`src/rtl/secded_decoder_pipe.sv`:
```
// secded_decoder_pipe: two-stage SECDED (Hamming + overall parity) decoder
// with valid/ready flow control, a sticky first-error syndrome log and
// optional saturating error counters.
// Optional feature macro: SECDED_ERR_CNT_EN enables single_cnt/double_cnt;
// without it both counters read 0 and cnt_clr is ignored.
module secded_decoder_pipe #(
    parameter int DAT_WIDTH = 128,
    parameter int ECC_WIDTH = 9,
    parameter int CNT_WIDTH = 16
) (
    input  logic                 clk,
    input  logic                 rst_n,
    input  logic                 in_valid,
    output logic                 in_ready,
    input  logic [DAT_WIDTH-1:0] data_in,
    input  logic [ECC_WIDTH-1:0] ecc_in,
    output logic                 out_valid,
    input  logic                 out_ready,
    output logic [DAT_WIDTH-1:0] corrected_out,
    output logic                 single_error,
    output logic                 double_error,
    output logic                 fault_error,
    output logic [ECC_WIDTH-1:0] syndrome_out,
    input  logic                 cnt_clr,
    output logic [CNT_WIDTH-1:0] single_cnt,
    output logic [CNT_WIDTH-1:0] double_cnt,
    input  logic                 log_clr,
    output logic                 err_log_valid,
    output logic [ECC_WIDTH-1:0] err_log_syndrome,
    output logic                 irq
);

    localparam int HW = ECC_WIDTH - 1;

    // Codeword position of data bit j: the (j+1)-th integer >= 3 that is not a power of two.
    function automatic int pos_of(input int j);
        int cnt;
        int res;
        cnt = 0;
        res = 0;
        for (int q = 3; q < (1 << ECC_WIDTH); q++) begin
            if ((q & (q - 1)) != 0) begin
                if (cnt == j) res = q;
                cnt++;
                if (cnt > j) break;
            end
        end
        return res;
    endfunction

    // Data bits covered by Hamming check bit k (k >= 1).
    function automatic logic [DAT_WIDTH-1:0] chk_mask(input int k);
        logic [DAT_WIDTH-1:0] m;
        int p;
        m = '0;
        for (int j = 0; j < DAT_WIDTH; j++) begin
            p = pos_of(j);
            m[j] = p[k-1];
        end
        return m;
    endfunction

    logic                 w_en;
    logic [HW-1:0]        w_hchk;
    logic [ECC_WIDTH-1:0] w_calc;
    logic [ECC_WIDTH-1:0] w_syn;
    logic                 w_par;

    logic                 r_vld_p1;
    logic [DAT_WIDTH-1:0] r_data_p1;
    logic [ECC_WIDTH-1:0] r_syn_p1;
    logic                 r_par_p1;

    logic [HW-1:0]        w_h;
    logic [DAT_WIDTH-1:0] w_flip;
    logic                 w_h_zero;
    logic                 w_h_pow2;
    logic                 w_any_flip;
    logic                 w_single;
    logic                 w_double;
    logic                 w_fault;

    logic                 r_vld_p2;
    logic [DAT_WIDTH-1:0] r_data_p2;
    logic [ECC_WIDTH-1:0] r_syn_p2;
    logic                 r_single_p2;
    logic                 r_double_p2;
    logic                 r_fault_p2;

    logic                 w_consume;
    logic                 w_log_evt;
    logic                 r_log_vld;
    logic [ECC_WIDTH-1:0] r_log_syn;

    // Both stages advance together; a stalled output freezes the whole pipe.
    assign w_en     = !r_vld_p2 || out_ready;
    assign in_ready = w_en;

    // ---- stage 0 -> 1: syndrome and overall parity from the raw word ----
    for (genvar k = 1; k < ECC_WIDTH; k++) begin : g_chk
        localparam logic [DAT_WIDTH-1:0] MASK = chk_mask(k);
        assign w_hchk[k-1] = ^(data_in & MASK);
    end
    assign w_calc = {w_hchk, ^{data_in, w_hchk}};
    assign w_syn  = w_calc ^ ecc_in;
    assign w_par  = ^{data_in, ecc_in};

    // Stage 1 register: raw data, syndrome and received-word parity.
    always_ff @(posedge clk or negedge rst_n) begin
        if (!rst_n) begin
            r_vld_p1  <= 1'b0;
            r_data_p1 <= '0;
            r_syn_p1  <= '0;
            r_par_p1  <= 1'b0;
        end else if (w_en) begin
            r_vld_p1  <= in_valid;
            r_data_p1 <= data_in;
            r_syn_p1  <= w_syn;
            r_par_p1  <= w_par;
        end
    end

    // ---- stage 1 -> 2: classify syndrome and correct data ----
    assign w_h = r_syn_p1[ECC_WIDTH-1:1];
    for (genvar j = 0; j < DAT_WIDTH; j++) begin : g_pos
        localparam logic [HW-1:0] POS_H = HW'(pos_of(j));
        assign w_flip[j] = r_par_p1 && (w_h == POS_H);
    end
    assign w_h_zero   = (w_h == '0);
    assign w_h_pow2   = !w_h_zero && ((w_h & (w_h - HW'(1))) == '0);
    assign w_any_flip = |w_flip;
    // A power-of-two h or h=0 with odd parity means a check bit flipped: data is intact.
    assign w_single   = r_par_p1 && (w_h_zero || w_h_pow2 || w_any_flip);
    assign w_double   = !r_par_p1 && !w_h_zero;
    assign w_fault    = r_par_p1 && !w_h_zero && !w_h_pow2 && !w_any_flip;

    // Stage 2 register: corrected word and flags, flags forced low on bubbles.
    always_ff @(posedge clk or negedge rst_n) begin
        if (!rst_n) begin
            r_vld_p2    <= 1'b0;
            r_data_p2   <= '0;
            r_syn_p2    <= '0;
            r_single_p2 <= 1'b0;
            r_double_p2 <= 1'b0;
            r_fault_p2  <= 1'b0;
        end else if (w_en) begin
            r_vld_p2    <= r_vld_p1;
            r_data_p2   <= r_data_p1 ^ w_flip;
            r_syn_p2    <= r_syn_p1;
            r_single_p2 <= r_vld_p1 && w_single;
            r_double_p2 <= r_vld_p1 && w_double;
            r_fault_p2  <= r_vld_p1 && w_fault;
        end
    end

    assign out_valid     = r_vld_p2;
    assign corrected_out = r_data_p2;
    assign syndrome_out  = r_syn_p2;
    assign single_error  = r_single_p2;
    assign double_error  = r_double_p2;
    assign fault_error   = r_fault_p2;

    assign w_consume = r_vld_p2 && out_ready;
    assign w_log_evt = w_consume && (r_double_p2 || r_fault_p2);

    // Sticky log of the first uncorrectable syndrome; a clear coinciding with a new event re-arms with it.
    always_ff @(posedge clk or negedge rst_n) begin
        if (!rst_n) begin
            r_log_vld <= 1'b0;
            r_log_syn <= '0;
        end else if (log_clr) begin
            r_log_vld <= w_log_evt;
            r_log_syn <= w_log_evt ? r_syn_p2 : '0;
        end else if (w_log_evt && !r_log_vld) begin
            r_log_vld <= 1'b1;
            r_log_syn <= r_syn_p2;
        end
    end

    assign err_log_valid    = r_log_vld;
    assign err_log_syndrome = r_log_syn;
    assign irq              = r_log_vld;

`ifdef SECDED_ERR_CNT_EN
    logic [CNT_WIDTH-1:0] r_single_cnt;
    logic [CNT_WIDTH-1:0] r_double_cnt;
    logic                 w_single_evt;
    logic                 w_double_evt;

    function automatic logic [CNT_WIDTH-1:0] sat_inc(input logic [CNT_WIDTH-1:0] c);
        return (&c) ? c : c + CNT_WIDTH'(1);
    endfunction

    assign w_single_evt = w_consume && r_single_p2;
    assign w_double_evt = w_consume && r_double_p2;

    // Saturating event counters; a clear in the same cycle as an event counts that event.
    always_ff @(posedge clk or negedge rst_n) begin
        if (!rst_n) begin
            r_single_cnt <= '0;
            r_double_cnt <= '0;
        end else begin
            if (cnt_clr)           r_single_cnt <= w_single_evt ? CNT_WIDTH'(1) : '0;
            else if (w_single_evt) r_single_cnt <= sat_inc(r_single_cnt);
            if (cnt_clr)           r_double_cnt <= w_double_evt ? CNT_WIDTH'(1) : '0;
            else if (w_double_evt) r_double_cnt <= sat_inc(r_double_cnt);
        end
    end

    assign single_cnt = r_single_cnt;
    assign double_cnt = r_double_cnt;
`else
    logic w_unused_cnt_clr;
    assign w_unused_cnt_clr = cnt_clr;
    assign single_cnt       = '0;
    assign double_cnt       = '0;
`endif

endmodule
```
`config.mk`:
```
export PLATFORM = sky130hd
export DESIGN_NAME = secded_decoder_pipe
export DESIGN_NICKNAME = d
export VERILOG_FILES = /design/src/rtl/secded_decoder_pipe.sv
export SDC_FILE = /design/constraint.sdc
export NUM_CORES = 1
export LEC_CHECK = 0
export ABC_AREA = 0
export CAP_MARGIN = 0
export CORE_UTILIZATION = 47
export CTS_CLUSTER_SIZE = 25
export DETAILED_ROUTE_END_ITERATION = 6
export HOLD_SLACK_MARGIN = 0.1
export PLACE_DENSITY = 0.74
export SKIP_CTS_REPAIR_TIMING = 1
export SYNTH_ARGS = -nofsm -noshare
export SYNTH_HDL_FRONTEND = slang
export SYNTH_SLANG_ARGS = --single-unit
```
`constraint.sdc`:
```
create_clock -name clk -period 2 [get_ports clk]
set_clock_uncertainty 0.1 [all_clocks]
set_input_delay 0.3 -clock clk [delete_from_list [all_inputs] [get_ports clk]]
set_output_delay 0.3 -clock clk [all_outputs]
set_load 0.02 [all_outputs]
```
==> metrics, run 1 <==
Setup-failing EPs final=14; # rows=67; core region area=33600 sq um; Worst setup EP type=flop; Max Buffers Root-to-Sink=3; total iterations of the first detailed-routing run=6; Die X=187 microns; commonest non-fill, non-tap cell in the layout=nand2_1; final cycle utilization of the critical path=135%; Sink Count=290; clock group share of total power=19.4%; reg2reg start=r_syn_p1[2]; CTS tree=built; max_cap viols=0; CTS buffer count=31; startpoint types=input port; Routed WL=61800 microns; Net Sw Power=11.5 mW; Final Worst Setup Slack=-710 ps; CTS root buf=clkbuf_16; grt ovf=0; initial antenna violation count=2; Synth Register Bits=290; Max Slew Vio Count=0; clock-pin slew on the worst setup and hold paths=60 ps; clk_lat worst skew=570 ps; Least-Margin Pin Slew=506 ps; Pwr Total=32.0 mW; combinational share of power=55.3%; Reg power frac=25.3%; IO Port Bufs=294; Worst Path Max Fanout=3; endpoints failing hold=0; DR vias/cell=5.30; worst flop-to-flop path endpoint=fault_error; hpwl dp=42700 microns; post-synth design cell area=16100 sq um; setup tns final=-2840 ps; Tmin final=2710 ps; crit-path cells=dlymetal6s2s_1, xnor2_1, xnor3_2, xnor2_2, xnor3_1, xnor3_1, xor2_1, xnor3_1, mux2_4; Seq/Total Area, Yosys=45.1%; vias in the first global route=14400; Remaining DRCs=0; Avg WL per Cell=21.3 microns; GRT Total Usage=32.0%; Slew headroom=66.3%; share of cells above drive strength 1=24.7%; RSZ-0062 raised after global routing=true; f_max=369 MHz; P&R area growth vs syn=57.1%; Nets=2572; Peak VDD IR=1400 uV; htree depth=1; FF-to-FF path depth=8; most frequent cells in the layout=nand2_1 (629), buf_4 (284), dfrtp_1 (281), xnor2_1 (189), clkdlybuf4s50_1 (145); P_leak=12.5 nW; pin count of the biggest net entering global routing=113; gpl congestion=0.956; failing checks=setup timing; Crit path required time=2350 ps; PD cells=1270 nW/um^2; max incr delay on CP=450 ps; arrival time at the worst endpoint=3060 ps; Avg Cell Area, Syn=8.96 sq um; first-pass GRT wire length=84600 microns; IO Count=328; ANT nets after route=0; Synth Flop Type=dfrtp_1; height of the die=187 microns; number of synthesized flops with an enable pin=0; Switching Fraction=35.8%; Ys Warns=0; die area=35000 sq um; worst setup path class=in -> reg; status=finished, violations left; Async SR Flop Fraction=100%; number of DRC markers in iteration 0=1325; worst setup path start=data_in[71]; Vias=15400; Cells after Synth=1795; crit path to=r_syn_p1[0]; R2R Setup Slk=-230 ps; Initial Utilization=47.8%; Internal=20.5 mW; CP max-delay cell=xnor3_1; Cell variety after synth=47; cell mode on critical path=xnor3_1; HP Class=in -> reg
[layout make-up]
type,instances,area [sq um]
Multi-Input combinational cell,1408,9640
Fill cell,2160,8350
Sequential cell,290,7270
Timing Repair Buffer,693,6680
Clock buffer,44,895
Tap cell,448,561
Clock inverter,13,203
Inverter,5,21.3
Antenna cell,2,5.00
[power groups by stage]
stage | combinational [mW] | sequential [mW] | clock (mW)
floorplan | 8.28 | 8.65 | 0
global placement | 15.1 | 8.05 | 0
detailed placement | 15.2 | 8.08 | 0
CTS | 15.3 | 7.99 | 6.26
global route | 18.4 | 8.18 | 6.50
finish | 17.7 | 8.08 | 6.22
[kinds of logic after synthesis]
group	Yosys count	share of synthesized area [%]
AO/OA/AOI/OAI	180	6.02
AND/OR/NAND/NOR	784	19.1
XOR/XNOR	407	25.6
buffers and inverters	128	3.76
multiplexers	4	0.303
flip-flops	290	45.1
other	1	0.0233
adder cells (fa/ha/maj)	1	0.0622
[worst min-delay path by stage]
stage / end / start / cells after the start
after floorplan: corrected_out[0] / rst_n / 0
after global placement: corrected_out[106] / rst_n / 1
after detailed placement: corrected_out[110] / rst_n / 1
after CTS: corrected_out[108] / rst_n / 1
after global routing: r_data_p1[82] / data_in[82] / 4
final: r_data_p1[120] / data_in[120] / 4
[metal layers]
| layer | vias up | global-route usage, % | wire length [microns] |
|---|---|---|---|
| met5 | - | 0 | 0 |
| met4 | 0 | 14.2 | 4040 |
| met3 | 242 | 4.63 | 5150 |
| met2 | 812 | 52.5 | 29100 |
| met1 | 7483 | 42.3 | 23500 |
| li1 | 6861 | - | - |
[critical path, delay by kind of cell]
kind,cells,cell delay (ps)
muxes,1,260
buffers and inverters,1,190
xor gates and xnor gates,7,2310
[registers in the layout, summed over array words and instances (netlist names), 9 cells and up]
| register | flops |
|---|---|
| r_syn_p1 | 9 |
| err_log_syndrome | 9 |
| r_data_p1 | 128 |
| syndrome_out | 9 |
| corrected_out | 128 |
[synthesized netlist by cell type (2+ instances only)]
cell type	instances	share of area (%)
nand2_1	633	15
and3_1	2	0.078
xnor2_1	291	16
nand3_1	8	0.25
nand4_1	3	0.12
inv_1	4	0.093
nor3_1	12	0.37
nor2b_1	4	0.16
xor2_1	75	4.1
or3_1	3	0.12
mux2_2	3	0.21
o211ai_1	12	0.56
a21oi_1	13	0.40
o21ai_0	143	4.5
xnor3_1	34	4.8
or2_2	3	0.12
nor2_1	98	2.3
buf_1	2	0.047
buf_4	33	1.5
o2111ai_1	3	0.16
dfrtp_1	290	45
nor3b_1	2	0.093
xor3_1	4	0.59
xor2_2	2	0.20
nor4_1	3	0.12
nand2b_1	7	0.27
clkbuf_1	88	2.1
[metrics by stage]
| stage | utilization (%) | hold WS [ps] | cells | setup slack (ps) | cell area, sq um |
|---|---|---|---|---|---|
| after floorplan | - | -95.6 | 1826 | -752 | 16300 |
| after global placement | 64.7 | 133 | 2750 | -1680 | 21700 |
| after detailed placement | 64.7 | 136 | 2750 | -1710 | 21700 |
| after CTS | 67.9 | -463 | 2807 | -1130 | 22800 |
| after global routing | 75.2 | 94.9 | 2903 | -744 | 25300 |
| final | 75.2 | 79.3 | 2903 | -710 | 25300 |
Power figures use the tool's default switching activity.
==> run 2: changes to the inputs <==
--- a/config.mk
+++ b/config.mk
@@ -11,8 +11,9 @@
 export CTS_CLUSTER_SIZE = 25
 export DETAILED_ROUTE_END_ITERATION = 6
 export HOLD_SLACK_MARGIN = 0.1
-export PLACE_DENSITY = 0.74
+export PLACE_DENSITY = 0.88
 export SKIP_CTS_REPAIR_TIMING = 1
 export SYNTH_ARGS = -nofsm -noshare
 export SYNTH_HDL_FRONTEND = slang
 export SYNTH_SLANG_ARGS = --single-unit
+export TNS_END_PERCENT = 50
==> metrics, run 2 (same netlist as run 1, synthesis figures left out) <==
Hold WS=89.1 ps; clk_lat worst skew=520 ps; Peak VDD IR=1090 uV; number of fill cells=1975; f_max=338 MHz; HP Class=in -> reg; first-pass GRT wire length=87800 microns; endpoints failing hold=0; DP Worst Slack=-1680 ps; failing checks=setup timing; Crit path required time=2310 ps; Max Slew Vio Count=0; max_cap viols=0; vias in the first global route=15300; setup tns final=-5950 ps; Slew headroom=53.2%; PD cells=1310 nW/um^2; Max Buffers Root-to-Sink=3; RSZ-0062 raised after global routing=true; fin area=24700 sq um; Die X=187 microns; Tmin final=2960 ps; IO Count=328; Final Worst Setup Slack=-962 ps; die area=35000 sq um; Nets=2544; final cycle utilization of the critical path=148%; P&R area growth vs syn=53.8%; commonest non-fill, non-tap cell in the layout=nand2_1; core region area=33600 sq um; Worst setup EP type=flop; DR vias/cell=5.75; CTS tree=built; worst setup path class=in -> reg; most frequent cells in the layout=nand2_1 (628), buf_4 (287), dfrtp_1 (283), xnor2_1 (195), clkdlybuf4s50_1 (159); P_leak=12.0 nW; status=finished, violations left; placed cell areas=21700 sq um; Routed WL=69900 microns; pin count of the biggest net entering global routing=70; initial antenna violation count=8; Remaining DRCs=0; grt ovf=0; # rows=67; gpl congestion=0.932; total iterations of the first detailed-routing run=6; ANT nets after route=0; height of the die=187 microns; Sink Count=290; GRT Total Usage=33.1%; Avg WL per Cell=24.3 microns; Vias=16500; Worst Path Max Fanout=2; Least-Margin Pin Slew=697 ps; IO Port Bufs=294; Initial Utilization=47.8%; hpwl dp=43800 microns; arrival time at the worst endpoint=3270 ps; CTS buffer count=34; Final Core Density=73.6%; number of DRC markers in iteration 0=2013; startpoint types=input port; CTS root buf=clkbuf_16; htree depth=2; clock-pin slew on the worst setup and hold paths=60 ps; Setup-failing EPs final=41; share of cells above drive strength 1=24.1%
[run 2: cell types whose count changed in the layout (fill, tap and decap cells not counted), sizes merged]
cell / previous run / this run
buf: 340 / 332
bufinv: 5 / 2
clkbuf: 62 / 75
clkdlybuf4s50: 145 / 159
clkinv: 7 / 6
clkinvlp: 2 / 0
diode: 2 / 7
dlygate4sd3: 70 / 48
dlymetal6s2s: 120 / 96
inv: 4 / 5
[run 2: worst max-delay path, stage by stage]
cell      delay [ps]
clkbuf_2         190
xnor2_2          210
buf_4            180
xnor2_4          330
xnor3_1          550
xor2_2           270
xnor3_1          390
xnor3_1          220
xnor3_1          350
mux2_4           260
[run 2: path summary, 6_finish.rpt]
check                                         from                  to  slack, ps  depth (start not counted)
worst max-delay path                  data_in[103]         r_syn_p1[0]       -960                         10
worst max register to register         r_syn_p1[3]   corrected_out[90]       -220                          7
worst min-delay path                   data_in[96]       r_data_p1[96]         90                          3
max in group asynchronous                    rst_n       r_data_p1[17]        870                          3
min in group asynchronous                    rst_n      r_data_p1[124]        180                          2
worst min register to register  corrected_out[113]  corrected_out[113]        380                          2
[run 2: cell type report]
type / count / area, sq um / share of cell area (%)
well taps: 448 / 561 / 2.27
clock buffers: 48 / 995 / 4.02
repair buffers: 662 / 6200 / 25.1
multi-input cells: 1408 / 9580 / 38.7
flip-flops and latches: 290 / 7270 / 29.4
clock inverters: 8 / 93.8 / 0.379
inverters: 5 / 21.3 / 0.0860
diodes: 7 / 17.5 / 0.0708
[run 2: where the power goes]
part,total [mW],switching [mW],internal [mW]
Clock,6.26,2.55,3.71
Sequential,8.19,1.10,7.09
Combinational,17.9,8.41,9.46
[run 2: metrics by stage]
stage          power (mW)  std cells
2_1_floorplan        16.9       1826
3_3_place_gp         22.9       2745
3_5_place_dp         23.1       2745
4_1_cts              29.4       2801
5_1_grt              33.2       2874
6_report             32.3       2876
[run 2: layer usage]
metal / vias up / global-route usage, % / wire [microns]
met4: 4 / 21.3 / 6260
met5: - / 0 / 20
met3: 457 / 7.67 / 8440
li1: 6798 / - / -
met2: 1381 / 53.6 / 31600
met1: 7887 / 39.7 / 23600
